==> src/rtl/fifo_wr_sched.sv <==
// Write-side scheduler for the multi-port fifo: round-robin grant of up to
// WRITE producers per cycle, packed onto lanes 0..k-1, plus flush sequencing.
module fifo_wr_sched #(
  parameter int   REQ   = 8,
  parameter int   WRITE = 4,
  parameter int   DATA  = 64,
  parameter logic ACT   = 1'b0,
  parameter int   CNTW  = 32
) (
  input  logic                         clk,
  input  logic                         reset,
  input  logic [REQ-1:0]               req_valid,
  input  logic [REQ-1:0][DATA-1:0]     req_data,
  output logic [REQ-1:0]               req_ready,
  output logic [WRITE-1:0]             fifo_we,
  output logic [WRITE-1:0][DATA-1:0]   fifo_wd,
  output logic                         fifo_flush_,
  input  logic                         fifo_busy,
  input  logic                         flush_req,
  output logic                         flush_ack,
  output logic [$clog2(WRITE):0]       grant_cnt,
  output logic [CNTW-1:0]              accept_total
);

  localparam int PW = (REQ > 1) ? $clog2(REQ) : 1;
  localparam int CW = $clog2(WRITE) + 1;

  typedef enum logic {RUN, FLUSH} state_t;

  state_t          state;
  state_t          state_nxt;
  logic [PW-1:0]   ptr;
  logic [PW-1:0]   ptr_nxt;
  logic [PW-1:0]   last;
  logic [PW-1:0]   idx;
  logic [PW:0]     sum;
  logic [CW-1:0]   cnt;
  logic            gen;
  logic [CNTW:0]   acc_sum;
  logic [CNTW-1:0] acc_nxt;

  always_comb begin
    state_nxt = state;
    unique case (state)
      RUN:     if (flush_req) state_nxt = FLUSH;
      FLUSH:   state_nxt = RUN;
      default: state_nxt = RUN;
    endcase
  end

  assign gen = (state == RUN) && !flush_req && !fifo_busy && !reset;

  // Scan from ptr; the k-th winner lands on lane k
  always_comb begin
    req_ready = '0;
    fifo_we   = {WRITE{~ACT}};
    fifo_wd   = '0;
    cnt       = '0;
    last      = '0;
    sum       = '0;
    idx       = '0;
    if (gen) begin
      for (int i = 0; i < REQ; i++) begin
        sum = {1'b0, ptr} + (PW+1)'(i);
        if (sum >= (PW+1)'(REQ))
          idx = PW'(sum - (PW+1)'(REQ));
        else
          idx = PW'(sum);
        if (req_valid[idx] && cnt < CW'(WRITE)) begin
          req_ready[idx] = 1'b1;
          for (int l = 0; l < WRITE; l++) begin
            if (CW'(l) == cnt) begin
              fifo_we[l] = ACT;
              fifo_wd[l] = req_data[idx];
            end
          end
          cnt  = cnt + CW'(1);
          last = idx;
        end
      end
    end
  end

  assign grant_cnt   = cnt;
  assign fifo_flush_ = !(reset || state == FLUSH);
  assign flush_ack   = (state == FLUSH) && !reset;

  assign ptr_nxt = (last == PW'(REQ-1)) ? '0 : last + PW'(1);

  assign acc_sum = {1'b0, accept_total} + (CNTW+1)'(cnt);
  assign acc_nxt = acc_sum[CNTW] ? {CNTW{1'b1}} : acc_sum[CNTW-1:0];

  always_ff @(posedge clk) begin
    if (reset) begin
      state        <= RUN;
      ptr          <= '0;
      accept_total <= '0;
    end else begin
      state        <= state_nxt;
      accept_total <= acc_nxt;
      if (state == FLUSH)
        ptr <= '0;
      else if (cnt != '0)
        ptr <= ptr_nxt;
    end
  end

endmodule
==> config.mk <==
export PLATFORM = sky130hd
export DESIGN_NAME = fifo_wr_sched
export DESIGN_NICKNAME = d
export VERILOG_FILES = /design/src/rtl/fifo_wr_sched.sv
export SDC_FILE = /design/constraint.sdc
export NUM_CORES = 2
export LEC_CHECK = 0
export CORE_AREA = 2 2 327 329
export CTS_BUF_LIST = sky130_fd_sc_hd__clkbuf_4 sky130_fd_sc_hd__clkbuf_8
export DETAILED_ROUTE_END_ITERATION = 6
export DIE_AREA = 0 0 329 331
export GPL_TIMING_DRIVEN = 1
export PLACE_DENSITY = 0.59
export SETUP_SLACK_MARGIN = 0.15
export SYNTH_ARGS = -nofsm -noshare
export SYNTH_HDL_FRONTEND = slang
export SYNTH_SLANG_ARGS = --single-unit
==> constraint.sdc <==
create_clock -name clk -period 33.8 [get_ports clk]
set_clock_uncertainty 0.05 [all_clocks]
set_input_delay 8.45 -clock clk [delete_from_list [all_inputs] [get_ports clk]]
set_output_delay 8.45 -clock clk [all_outputs]
set_load 0.03 [all_outputs]
Word-level counts from Yosys, hierarchy flattened

Index checks and enable logic that the tools add are counted.

Bits in registers: 36
Input port bits: 524
Output and inout bits: 305
Word-level logic and storage cells: 308

Add/sub/neg operators: 24
Order comparisons: 31
Equality and inequality tests: 22
Mux-type cells: 187
Bitwise operators: 8
Reductions and logical operators: 33

Operators by type and width:

| kind                | number |
|---|---|
| $mux 256            | 10 |
| $mux 64             | 37 |
| $bmux 64 s3         | 8 |
| $mux 8              | 16 |
| $mux 3              | 41 |
| $or 8x8->8          | 7 |
| $mux 1              | 47 |
| $eq 2x3->1 const A  | 14 |
| $mux 4              | 10 |
| $add 32x3->33       | 1 |
| $lt 3x4->1 const B  | 8 |
| $mux 32             | 1 |
| $ge 4x4->1 const B  | 7 |
| $add 3x1->3 const B | 8 |
| $bmux 1 s3          | 8 |
| $demux 1 s3         | 8 |
| $ge 3x1->1 const B  | 8 |
| $sub 3x1->3 const B | 8 |
| $eq 1x3->1 const A  | 7 |
| $logic_not 3->1     | 7 |
| $lt 3x3->1 const B  | 7 |
| $logic_and 1x1->1   | 19 |
| $add 3x3->4 const B | 4 |
| $add 3x2->4 const B | 2 |
| 9 further kinds     | 12 |

Depth between registers and ports, before layout

Depth after elaboration: 39
Mapped depth: 45
Depth with buffers taken out: 36

Worst setup path after synthesis

Ideal clock, no wire load.

Path kind: input to output
Start point: input port req_valid[7]
End point: output port fifo_we[0]
Arrival: 15,187 ps
Required time: 25,300 ps
Setup slack: 10,113 ps
Cell stages on the path: 29
Path buffers: 7
Cells stage by stage: mux4_2 mux2i_1 clkbuf_1 ha_1 nand2_1 clkbuf_1 buf_1 nand2_1 inv_1 ha_1 inv_1 ha_1 a221oi_2 buf_2 buf_2 xnor2_1 inv_1 ha_1 ha_1 nand2b_1 and2_1 ha_1 nand2b_1 and3_1 buf_4 nand3_2 buf_2 nand2_1 o41ai_1

Cells in the longest elaborated chain, start to end: 32
Elaborated cells between the ends (all ways): 75
Classes of those cells: add/sub (6); order compare (7); mux (48); reduce/logical (14)

Ends and longest elaborated chain:

| element                                              | RTL line | RTL |
|---|---|---|
| from (decl)                                          | 12       | `input logic [REQ-1:0] req_valid,` |
| $bmux 1 s3                                           | 69       | `if (req_valid[idx] && cnt < CW'(WRITE)) begin` |
| $mux 1 (implied by the code)                         | 69       |  |
| $mux 1                                               | 69       |  |
| $mux 3                                               | 62       | `if (gen) begin` |
| $lt 3x3->1                                           | 69       |  |
| $logic_and 1x1->1                                    | 69       |  |
| $mux 3                                               | 69       |  |
| $mux 3                                               | 62       |  |
| (+16 left out)                                       | n/a      |  |
| $lt 3x3->1                                           | 69       |  |
| $logic_and 1x1->1                                    | 69       |  |
| $mux 3                                               | 69       |  |
| $mux 3                                               | 62       |  |
| $lt 3x3->1 / $logic_not 3->1 (equally long branches) | 69, 72   |  |
| $logic_and 1x1->1 / $mux 1 (equally long branches)   | 69, 72   |  |
| $mux 4 *                                             | 69       |  |
| $mux 4 *                                             | 62       |  |
| to (decl)                                            | 15       | `output logic [WRITE-1:0] fifo_we,` |

Mark *: on every way between the ends. The rest lies on a longest branch, timed or not. The select of a mux whose other input is x is not followed.

==> run_results.csv <==
group,metric,value,unit
run_status,status,"finished, final reports clean",
setup_path,cp-start-kind,"input pin",
setup_path,worstPathRequired,25300,ps
timing,rsz0062_at_grt,"false",
detailed_routing,drt_first_iter_violations,5992,
finish,drive_gt1_frac,0.166,
clock_tree,clk_pin_slew,70,ps
detailed_routing,routed_wl,199,mm
setup_path,r2r_start,"ptr[0]",
logic_synthesis,synthTopCellsByArea,"mux4_2 (34%), mux2i_1 (11%), o211ai_1 (8.2%)",
floorplanning,core-area,105000,sq um
timing,fin_tns_setup,0,ps
logic_synthesis,ys_types,71,
flow_run,maxCapViolCount,0,
clock_tree,cts_resized,0,
timing,finalMaxSlewViolations,0,
clock_tree,cts_buffers,5,
logic_synthesis,netlist_area,35300,sq um
floorplanning,chipHeight,331,um
clock_tree,cts_tree,"done",
clock_tree,htree_levels,2,
timing,finalCritPeriodShare,0.819,
floorplanning,dieArea,109000,sq um
detailed_routing,vias,43800,
floorplanning,initial_core_util,0.337,
global_routing,grt.overflow.total,0,
clock_tree,hold_buffers,0,
logic_synthesis,ys_seq_area_frac,0.0204,
global_routing,grt_pass1_wl,280,mm
logic_synthesis,ys_ff_latch,36,
finish,nets,5247,
floorplanning,rows,119,
setup_path,arrival,19190,ps
logic_synthesis,syn-num-nets,4892,
setup_path,reg2regPathDepth,30,
logic_synthesis,ys_warn_count,0,
min_path,hold_end,"accept_total[17]",
logic_synthesis,synth-edff-count,0,
floorplanning,fp.dieW,329,um
setup_path,critPathBufInv,9,
detailed_routing,drtPass1Iterations,7,
min_path,min-delay-path-class,"flop to flop",
setup_path,regToRegSetupSlack,21000,ps
detailed_routing,drc_errors,0,
logic_synthesis,async_reset_ff_frac,0,
logic_synthesis,synth_top_area_frac,0.335,
setup_path,reg2reg_to,"accept_total[1]",
logic_synthesis,synth_flop_cell,"dfxtp_1",
setup_path,critPathMaxFanout,67,
min_path,holdPathStages,2,
finish,postLayoutCoreUtil,0.420,
min_path,min_from,"accept_total[17]",
setup_path,endpoint_kind,"primary output",
clock_tree,cts_setup_buffers,0,
global_routing,grt.total_usage,0.342,
detailed_routing,antenna_left,0,
logic_synthesis,syn_inst,4328,
logic_synthesis,synth_area_per_cell,8.17,sq um
floorplanning,io-pin-count,829,
timing,fin_crit,27690,ps
logic_synthesis,yosysMostFrequentCell,"nand2_1",
logic_synthesis,synthTopCellsByCount,"nand2_1 (628), mux4_2 (526), a21oi_1 (428)",
finish,fill_cells,10400,
global_routing,antenna_found_initial,45,
clock_tree,cts-root-buf,"clkbuf_8",
setup_path,cp_top_family,"buffers and inverters",
clock_tree,clk_path_buf_depth,2,
timing,worst_slew_margin_rel,0.0771,
timing,finalHoldViolCount,0,
clock_tree,clk_latency,340,ps
clock_tree,clock_sinks,36,
finish,syn_to_final_growth,24.8,%
global_routing,grt_pass1_vias,39800,
timing,tightest_slew,1380,ps
setup_path,worstSetupPathType,"input pin to primary output",
placed_design,dp_hpwl,137,mm
finish,seq_area,732,sq um
setup_path,cpPeakStageDelay,760,ps
detailed_routing,wl_per_cell,32.5,um
placed_design,io_buffers,828,
placed_design,place.gp.congestion,0.992,
setup_path,crit_top_cell,"ha_1",
timing,setup_viol,0,
finish,multi_input_area,32500,sq um
setup_path,cp_slowest_cell,"clkdlybuf4s50_1",
logic_synthesis,yosys.area.top_type,"mux4_2",
global_routing,grt_max_degree,135,
detailed_routing,routed_via_density,7.15,
timing,fmax,0.0361,GHz
[per-stage QoR]
step,instances,cell area (sq um),setup WS [ps],hold slack [ps]
2_1_floorplan,4328,35300,10110,634
3_3_place_gp,6067,43900,6680,521
3_5_place_dp,6067,43900,6550,513
4_1_cts,6075,44000,6520,533
5_1_grt,6107,44100,5870,568
6_report,6118,44100,6110,536
[worst max-delay path by stage]
stage	startpoint	end	slack [ps]	depth (start not counted)
after floorplan	req_valid[7]	fifo_we[0]	10110	29
after global placement	req_valid[7]	fifo_wd[62]	6680	28
after detailed placement	req_valid[7]	fifo_wd[62]	6550	28
after CTS	req_valid[7]	fifo_wd[62]	6520	28
after global routing	req_valid[6]	fifo_wd[62]	5870	28
final	req_valid[7]	fifo_wd[62]	6110	28
[placed cells by master (no fill, tap or decap), types with 33 or more instances in the layout]
| master | Yosys | final |
|---|---|---|
| mux2_2 | 72 | 72 |
| a22oi_1 | 64 | 64 |
| dfxtp_1 | 36 | 33 |
| o22ai_1 | 129 | 129 |
| a21oi_1 | 428 | 428 |
| ha_1 | 39 | 36 |
| buf_4 | 9 | 61 |
| nor2_1 | 174 | 174 |
| a2bb2oi_1 | 63 | 63 |
| o221ai_1 | 66 | 66 |
| mux4_2 | 526 | 526 |
| a211oi_1 | 72 | 72 |
| clkdlybuf4s50_1 | 0 | 828 |
| nand3_1 | 207 | 206 |
| nand2_1 | 628 | 608 |
| o21ai_1 | 66 | 66 |
| mux2i_1 | 398 | 397 |
| diode_2 | 0 | 43 |
| or3b_2 | 52 | 52 |
| o21ai_0 | 204 | 204 |
| o211ai_1 | 384 | 384 |
[sequential cells by signal, summed over array words and instances (netlist names)]
signal,count
accept_total,32
state,1
ptr,3
[worst reg2reg max path, delay by kind of cell, from the launching register on]
family          cells  cell delay (ps)
simple gates       12             4530
fa+ha+maj           7             2980
compound gates      4             1530
buf+inv             4             1290
mux                 2             1130
flops               1              920
xor+xnor            1              270
[per-layer routing]
| metal | part of all wire | vias up | global-route usage |
|---|---|---|---|
| li1 | - | 18100 | - |
| met1 | 0.36 | 21200 | 0.435 |
| met2 | 0.44 | 3713 | 0.528 |
| met3 | 0.13 | 706 | 0.0859 |
| met4 | 0.068 | 20 | 0.194 |
| met5 | 0.00074 | - | 0.00217 |
[final cells by class]
type	instances	area share
clock inverters	2	0.000312
flip-flops and latches	36	0.0166
clock buffers	6	0.00187
well taps	1391	0.0395
inverters	28	0.00250
diodes	43	0.00244
multi-input cells	3720	0.737
repair buffers	892	0.200
[logic make-up (layout without fill, tap and decap cells)]
family | Yosys count | in the layout | share of synthesized area
simple gates | 1129 | 1129 | 0.141
other cells | 0 | 43 | 0
buf+inv | 572 | 928 | 0.0689
compound gates | 1520 | 1520 | 0.275
fa+ha+maj | 40 | 40 | 0.0144
flops | 36 | 36 | 0.0204
xor+xnor | 35 | 35 | 0.00949
mux | 996 | 996 | 0.471
Power is left out: the tool's default activity adds up to more than one toggle a clock period on the data nets, which glitch-free logic cannot reach.
